### src/rtl/spi_master_multi.sv
// spi_master_multi
// Parametrised SPI master: DATA_W-bit words, all four CPOL/CPHA modes,
// MSB- or LSB-first shifting and NUM_CS active-low chip selects with an
// optional hold of the chip select across consecutive words.
//
// Ports:
//   clk, reset   system clock, synchronous active-high reset
//   start        transfer request, accepted only when idle
//   din          transmit word (latched on accept)
//   clk_divider  SCLK half-period minus one, in clk cycles (latched)
//   cpol, cpha   SPI mode (latched; cpol also sets the idle SCLK level)
//   lsb_first    bit order (latched)
//   cs_sel       chip select index; out-of-range selects nothing (latched)
//   cs_keep      keep chip select asserted after this word (latched)
//   miso         serial input (asynchronous, synchronised internally)
//   sclk, mosi   serial clock and data out
//   cs_n         active-low chip selects
//   busy, done   transfer in progress / one-cycle completion pulse
//   dout         received word, valid from done until the next accept
module spi_master_multi #(
    parameter  int DATA_W = 8,
    parameter  int NUM_CS = 4,
    parameter  int DIV_W  = 8,
    localparam int CS_W   = $clog2(NUM_CS)
) (
    input  logic              clk,
    input  logic              reset,
    input  logic              start,
    input  logic [DATA_W-1:0] din,
    input  logic [DIV_W-1:0]  clk_divider,
    input  logic              cpol,
    input  logic              cpha,
    input  logic              lsb_first,
    input  logic [CS_W-1:0]   cs_sel,
    input  logic              cs_keep,
    input  logic              miso,
    output logic              sclk,
    output logic              mosi,
    output logic [NUM_CS-1:0] cs_n,
    output logic              busy,
    output logic              done,
    output logic [DATA_W-1:0] dout
);

    localparam int BIT_W = $clog2(DATA_W);

    typedef enum logic [2:0] {
        S_IDLE,
        S_SETUP,
        S_LEAD,
        S_TRAIL,
        S_HOLD
    } state_t;

    state_t             r_state;
    state_t             w_stateNext;

    logic [DIV_W-1:0]   r_div;
    logic [DIV_W-1:0]   r_divCnt;
    logic [BIT_W-1:0]   r_bitCnt;
    logic               r_cpol;
    logic               r_cpha;
    logic               r_lsb;
    logic               r_keep;
    logic [DATA_W-1:0]  r_tx;
    logic [DATA_W-1:0]  r_rx;
    logic               r_misoMeta;
    logic               r_misoSync;
    logic               r_sclk;
    logic               r_mosi;
    logic [NUM_CS-1:0]  r_csN;
    logic               r_busy;
    logic               r_done;
    logic [DATA_W-1:0]  r_dout;

    logic               w_phaseEnd;
    logic               w_lastBit;
    logic               w_txNextBit;
    logic [DATA_W-1:0]  w_txShift;
    logic [DATA_W-1:0]  w_rxNext;
    logic [NUM_CS-1:0]  w_csDec;

    assign w_phaseEnd  = (r_divCnt == r_div);
    assign w_lastBit   = (r_bitCnt == BIT_W'(DATA_W - 1));
    assign w_txShift   = r_lsb ? (r_tx >> 1) : (r_tx << 1);
    assign w_txNextBit = r_lsb ? r_tx[1] : r_tx[DATA_W-2];
    assign w_rxNext    = r_lsb ? {r_misoSync, r_rx[DATA_W-1:1]}
                               : {r_rx[DATA_W-2:0], r_misoSync};

    // One-hot active-low decode; an index with no matching output leaves
    // every chip select released, which also drops any held select.
    always_comb begin
        w_csDec = '1;
        for (int i = 0; i < NUM_CS; i++) begin
            if (cs_sel == CS_W'(i)) begin
                w_csDec[i] = 1'b0;
            end
        end
    end

    always_ff @(posedge clk) begin
        if (reset) begin
            r_state <= S_IDLE;
        end else begin
            r_state <= w_stateNext;
        end
    end

    always_comb begin
        w_stateNext = r_state;
        case (r_state)
            S_IDLE:  if (start)      w_stateNext = S_SETUP;
            S_SETUP: if (w_phaseEnd) w_stateNext = S_LEAD;
            S_LEAD:  if (w_phaseEnd) w_stateNext = S_TRAIL;
            S_TRAIL: if (w_phaseEnd) w_stateNext = w_lastBit ? S_HOLD : S_LEAD;
            S_HOLD:  if (w_phaseEnd) w_stateNext = S_IDLE;
            default:                 w_stateNext = S_IDLE;
        endcase
    end

    // Datapath. Every SCLK edge is produced at the end of a phase, so the
    // leading edge appears after LEAD and the trailing edge after TRAIL.
    // The chip select is driven in the accept cycle so that it is already
    // low in the first SETUP cycle.
    always_ff @(posedge clk) begin
        if (reset) begin
            r_div      <= '0;
            r_divCnt   <= '0;
            r_bitCnt   <= '0;
            r_cpol     <= 1'b0;
            r_cpha     <= 1'b0;
            r_lsb      <= 1'b0;
            r_keep     <= 1'b0;
            r_tx       <= '0;
            r_rx       <= '0;
            r_misoMeta <= 1'b0;
            r_misoSync <= 1'b0;
            r_sclk     <= 1'b0;
            r_mosi     <= 1'b0;
            r_csN      <= '1;
            r_busy     <= 1'b0;
            r_done     <= 1'b0;
            r_dout     <= '0;
        end else begin
            r_misoMeta <= miso;
            r_misoSync <= r_misoMeta;
            r_done     <= 1'b0;

            if (r_state == S_IDLE || w_phaseEnd) begin
                r_divCnt <= '0;
            end else begin
                r_divCnt <= r_divCnt + DIV_W'(1);
            end

            case (r_state)
                S_IDLE: begin
                    r_sclk <= cpol;
                    r_mosi <= 1'b0;
                    if (start) begin
                        r_div    <= clk_divider;
                        r_cpol   <= cpol;
                        r_cpha   <= cpha;
                        r_lsb    <= lsb_first;
                        r_keep   <= cs_keep;
                        r_tx     <= din;
                        r_rx     <= '0;
                        r_bitCnt <= '0;
                        r_mosi   <= lsb_first ? din[0] : din[DATA_W-1];
                        r_csN    <= w_csDec;
                        r_busy   <= 1'b1;
                    end
                end
                S_LEAD: begin
                    if (w_phaseEnd) begin
                        r_sclk <= ~r_cpol;
                        if (!r_cpha) begin
                            r_rx <= w_rxNext;
                        end else if (r_bitCnt != '0) begin
                            // Bit 0 was already presented during SETUP.
                            r_tx   <= w_txShift;
                            r_mosi <= w_txNextBit;
                        end
                    end
                end
                S_TRAIL: begin
                    if (w_phaseEnd) begin
                        r_sclk   <= r_cpol;
                        r_bitCnt <= r_bitCnt + BIT_W'(1);
                        if (!r_cpha) begin
                            r_tx   <= w_txShift;
                            r_mosi <= w_txNextBit;
                        end else begin
                            r_rx <= w_rxNext;
                        end
                    end
                end
                S_HOLD: begin
                    if (w_phaseEnd) begin
                        r_dout <= r_rx;
                        r_done <= 1'b1;
                        r_busy <= 1'b0;
                        r_mosi <= 1'b0;
                        if (!r_keep) begin
                            r_csN <= '1;
                        end
                    end
                end
                default: begin
                end
            endcase
        end
    end

    assign sclk = r_sclk;
    assign mosi = r_mosi;
    assign cs_n = r_csN;
    assign busy = r_busy;
    assign done = r_done;
    assign dout = r_dout;

endmodule

### config.mk
export PLATFORM = sky130hd
export DESIGN_NAME = spi_master_multi
export DESIGN_NICKNAME = d
export VERILOG_FILES = /design/src/rtl/spi_master_multi.sv
export SDC_FILE = /design/constraint.sdc
export NUM_CORES = 1
export LEC_CHECK = 0
export ABC_AREA = 1
export CORE_ASPECT_RATIO = 0.5
export CORE_UTILIZATION = 45
export CTS_BUF_LIST = sky130_fd_sc_hd__clkbuf_8
export CTS_CLUSTER_SIZE = 28
export DETAILED_ROUTE_END_ITERATION = 8
export PLACE_DENSITY_LB_ADDON = 0.25
export SYNTH_ARGS = -nofsm -noshare
export SYNTH_HDL_FRONTEND = slang
export SYNTH_SLANG_ARGS = --single-unit
### constraint.sdc
create_clock -name clk -period 3.55 [get_ports clk]
set_clock_uncertainty 0.2 [all_clocks]
set_input_delay 0.355 -clock clk [delete_from_list [all_inputs] [get_ports clk]]
set_output_delay 0.355 -clock clk [all_outputs]
set_load 0.02 [all_outputs]
# ---- Word level (Yosys, flattened, before mapping)
# Cells that the tools add are included.
dict set report word_totals {
  mem_bits_ro 0
  in_bits 26
  out_inout_bits 16
  register_bits 60
  latchBits 0
  mem_count 0
  mem_bits_rw 0
}
dict set report classes {
  multipliers 0
  n_mux 49
  div_mod_pow 0
  n_eq_ne 20
  bitwise 2
  n_reduce_logical 20
  magnitude_cmp 0
  shifts 0
  addsub 2
}
# cell count
set ops {}
lappend ops {{$mux 8} 13}
lappend ops {{$pmux 8 s3} 2}
lappend ops {{$mux 3} 8}
lappend ops {{$ne 2x2->1 const B} 11}
lappend ops {{$mux 1} 17}
lappend ops {{$pmux 3 s5} 1}
lappend ops {{$reduce_and 7->1} 2}
lappend ops {{$mux 4} 3}
lappend ops {{$reduce_and 3->1} 3}
lappend ops {{$add 8x1->8 const B} 1}
lappend ops {{$eq 8x8->1} 1}
lappend ops {{$pmux 4 s2} 1}
lappend ops {{$eq 3x2->1 const B} 2}
lappend ops {{$eq 3x3->1 const B} 2}
lappend ops {{$pmux 3 s2} 1}
lappend ops {{$reduce_and 6->1} 1}
lappend ops {{$reduce_bool 3->1} 2}
lappend ops {{$reduce_and 5->1} 1}
lappend ops {{$eq 2x2->1 const B} 2}
lappend ops {{$pmux 1 s4} 1}
lappend ops {{$reduce_and 2->1} 2}
lappend ops {{$reduce_and 4->1} 1}
lappend ops {{$reduce_bool 2->1} 2}
lappend ops {{$reduce_bool 4->1} 1}
lappend ops {{10 further kinds} 12}

# ---- Longest topological paths before layout
dict set report depth {
  word_depth 5
  mapped_depth 12
  depth_no_buf 11
}

# ---- Least setup slack after synthesis
# No wires, ideal clock.
dict set report synth_path {
  path_kind {reg2reg}
  startpoint {register r_state[1]}
  endpoint {register r_csN[0] (netlist: cs_n[0])}
  required_ns 3.222
  setup_slack_ns 1.938
  path_stages_with_launch 9
  arrival_time_ns 1.284
  path_cell_list {dfxtp_1 -> nor2_2 -> inv_1 -> nor2_2 -> inv_1 -> o21ai_1 -> nand2_1 -> nand2_1 -> o211ai_1}
}
dict set report synth_between {
  elab_chain_len 3
  elab_cells_between_ends 8
}
# element line_no
set synth_rtl {}
lappend synth_rtl {{start: declaration} 55} ;# state_t r_state;
lappend synth_rtl {{start signal: assignment} 105} ;# r_state <= w_stateNext;
lappend synth_rtl {{$eq 3x3->1 or $logic_not 3->1 (tied branches)} 155} ;# case (r_state)
lappend synth_rtl {{$ne 2x2->1 (no line) or $reduce_bool 2->1 (tied branches)} n/a}
lappend synth_rtl {{$reduce_and 4->1 (no line)} n/a}
lappend synth_rtl {{end signal: assignment} 169} ;# r_csN <= w_csDec;
lappend synth_rtl {{end: declaration} 71} ;# logic [NUM_CS-1:0] r_csN;
# Several ways; a longest one is shown, not always the timed one.
# A chain may end at the register's enable or synchronous reset.

# ---- Worst setup path in the final report
dict set report layout_path {
  startpoint {register r_state[2]}
  endpoint {register r_rx[7]}
}
dict set report layout_between {
  elab_chain_len 3
  elab_cells_between_ends 11
}
# element line_no
set layout_rtl {}
lappend layout_rtl {{$eq 3x2->1 or $logic_not 3->1 (tied branches)} 155}
lappend layout_rtl {{$ne 2x2->1 (no line) or $reduce_bool 3->1 (tied branches)} n/a}
lappend layout_rtl {{$reduce_and 6->1 (no line)} n/a}
lappend layout_rtl {{end signal: assignment} 177} ;# r_rx <= w_rxNext;
lappend layout_rtl {{end signal: assignment} 193} ;# r_rx <= w_rxNext;
lappend layout_rtl {{end: declaration} 66} ;# logic [DATA_W-1:0] r_rx;
# Several ways; a longest one is shown, not always the timed one.

==> run summary <==
Final Cycle Share: 0.6233
Initial DRT Pass Iterations: 4
DR vias: 2771
Post-Synth Simple-Gate Area: 0.2905
Setup Total Neg Slack: 0 ps
Slew at the pin closest to its max-slew limit: 632.0 ps
Resized Gates After CTS: 0
H-tree levels: 3
Final std cells w/o fill: 560
Startpoint Class: register
Xor-xnor portion of the synthesized cell area: 0.01495
Buf+Inv Stages, Crit Path: 3
Post-Syn Area: 0.002929 mm²
Cts hold-fix bufs: 0
Max-slew headroom: 0.5782
Crit-path leading delay family: simple AND/OR/NAND/NOR gates
Largest net degree at the start of global routing: 26
Mux share of post-synthesis cell area: 0
Area Overhead vs Synth: 23.07%
Worst Hold Class: reg2reg
Nets in the synthesized netlist: 458
Post-synthesis adder-cell area fraction: 0.01709
Num CTS Buffers: 9
Unrepaired setup endpoints after global routing: no
Antenna cells: 0
Vias in the first global route: 2329
Die footprint: 0.006855 mm²
Maxcap violations: 0
Yosys warns: 0
Core Area: 0.006181 mm²
DR WL/cell: 11.67 µm
Drt via density: 4.948
TritonCTS clock tree: yes
Post-synth top cells: 93 x nand2_1, 63 x inv_1, 60 x dfxtp_1
Initial drt markers: 278
Slowest stage cell, crit path: dfxtp_1
Die Height: 59.05 µm
Starting Density: 0.4739
Synth top area share: 0.4101
Root Driver: clkbuf_8
Min Tclk post-route: 2213 ps
CP Data Required Time: 3630 ps
Drt total wl: 6.537 mm
CTS clk-pin slew, worst paths: 70 ps
Post-Syn Instances: 428
Most common cell in the synthesized netlist: nand2_1
Clk_lat worst skew: 340 ps
Final core occ: 0.5832
# IOs: 42
Post-synth EDFFs: 0
Final hold viol count: 0
Max-slew violations: 0
Worst path max stage delay: 460 ps
Cell variety after synth: 29
Final GP Congestion: 0.8263
Initial antenna violation count: 0
Post-synth ARST share: 0
DRC: 0
Yosys reg bits: 60
Worst Path Max Fanout: 25
Worst path cell trace: inv_2 -> nand2_4 -> inv_1 -> nand2_2 -> nand3_2 -> nand2_1 -> inv_1 -> nor2_1
Total GRT Usage: 0.2084
ANT nets after route: 0
Status: completed
Cell mode on critical path: inv_1
Global-route wire length before repair: 10.82 mm
Mean Syn Cell Area: 6.844 µm²
Power Density: 721.4 mW/mm²
Fmax: 451.9 MHz
Post-DP HPWL: 4.457 mm
Worst Setup End Kind: register
Post-synthesis compound-gate area fraction: 0.1585
FP Rows: 20
Port Buffers: 41
Clock buffer depth: 2
Final #Nets: 498
Arr. time, crit path: 2290 ps
Register area share after synthesis: 0.4101
Die Wd: 116.1 µm
Critical path class: reg2reg
Synth Flop Type: dfxtp_1
Placed Cells: 545
Global route overflow: 0
Main combinational cell family by area after synthesis: simple AND/OR/NAND/NOR gates
Setup Buffers After CTS: 0
VDD IR-drop max: 308.2 µV
Clock Sinks: 60
Final setup violating endpoints: 0
Cell taking the most area after synthesis: dfxtp_1
Leak: 1.594 nW
Area contributors post-synth: dfxtp_1 41%, nand2_1 12%, inv_1 8.1%
Layout cell share with drive strength beyond 1: 0.06780
-- stage by stage --
stage | power (mW) | area, µm² | hold slack [ps] | setup WS [ps]
5_1_grt | 2.813 | 3605 | 251.0 | 1183
2_1_floorplan | 1.740 | 2929 | 188.3 | 1938
3_5_place_dp | 1.970 | 3402 | 216.2 | 1108
3_3_place_gp | 1.962 | 3402 | 222.3 | 1149
4_1_cts | 2.607 | 3605 | 228.5 | 1386
6_report | 2.600 | 3605 | 224.1 | 1337
-- flip-flops by register name (all words and copies together), names as in the netlist --
register and count:
busy 1, cs_n 4, done 1, dout 8
mosi 1, r_bitCnt 3, r_cpha 1, r_cpol 1
r_div 8, r_divCnt 8, r_keep 1, r_lsb 1
r_misoMeta 1, r_misoSync 1, r_rx 8, r_state 3
r_tx 8, sclk 1
-- layer usage --
metal,track usage,wire length [µm],share of wire
met5,0,0,0
met4,0.06044,71,0.011
met3,0.07260,360,0.055
met2,0.3189,2830,0.43
met1,0.2798,3274,0.50
-- final timing paths --
path | slack (ps) | depth (start not counted) | to | start
worst max-delay path | 1340 | 8 | r_rx[7] | r_state[2]
worst min-delay path | 220 | 2 | r_misoSync | r_misoMeta
worst max register to register | 1340 | 8 | r_rx[7] | r_state[2]
worst min register to register | 220 | 2 | r_misoSync | r_misoMeta
-- worst reg2reg max path, cell delays in order, from the launching register on --
cell,delay [ps]
dfxtp_1,460
inv_2,110
nand2_4,230
inv_1,220
nand2_2,340
nand3_2,300
nand2_1,130
inv_1,40
nor2_1,110
-- cells in the final DEF (no fill, tap or decap), types with 7 or more instances in the layout --
master / count
inv_1: 65
nor2_1: 50
dfxtp_1: 60
nand4_1: 12
clkbuf_8: 12
nor3_1: 7
o21ai_0: 28
nand3_1: 19
a21oi_1: 40
clkdlybuf4s50_1: 41
nand2_1: 93
-- where the power goes --
part | internal, mW | leakage (nW) | switching, mW
clock network | 0.373 | 0.111 | 0.259
registers | 0.825 | 0.492 | 0.0898
logic | 0.370 | 0.991 | 0.683
-- logic make-up after synthesis --
logic type	Yosys count
simple gates	194
compound gates	84
buf+inv	81
flops	60
xor+xnor	5
fa+ha+maj	4
-- layout make-up --
cell class | count | area [µm²]
clock buffers | 12 | 165.2
clock inverters | 3 | 37.54
well taps | 88 | 110.1
multi-input cells | 287 | 1409
repair buffers | 44 | 432.9
inverters | 66 | 249.0
flip-flops and latches | 60 | 1201
fillers | 598 | 2576
Note: power is estimated with default switching activity, not from simulation.
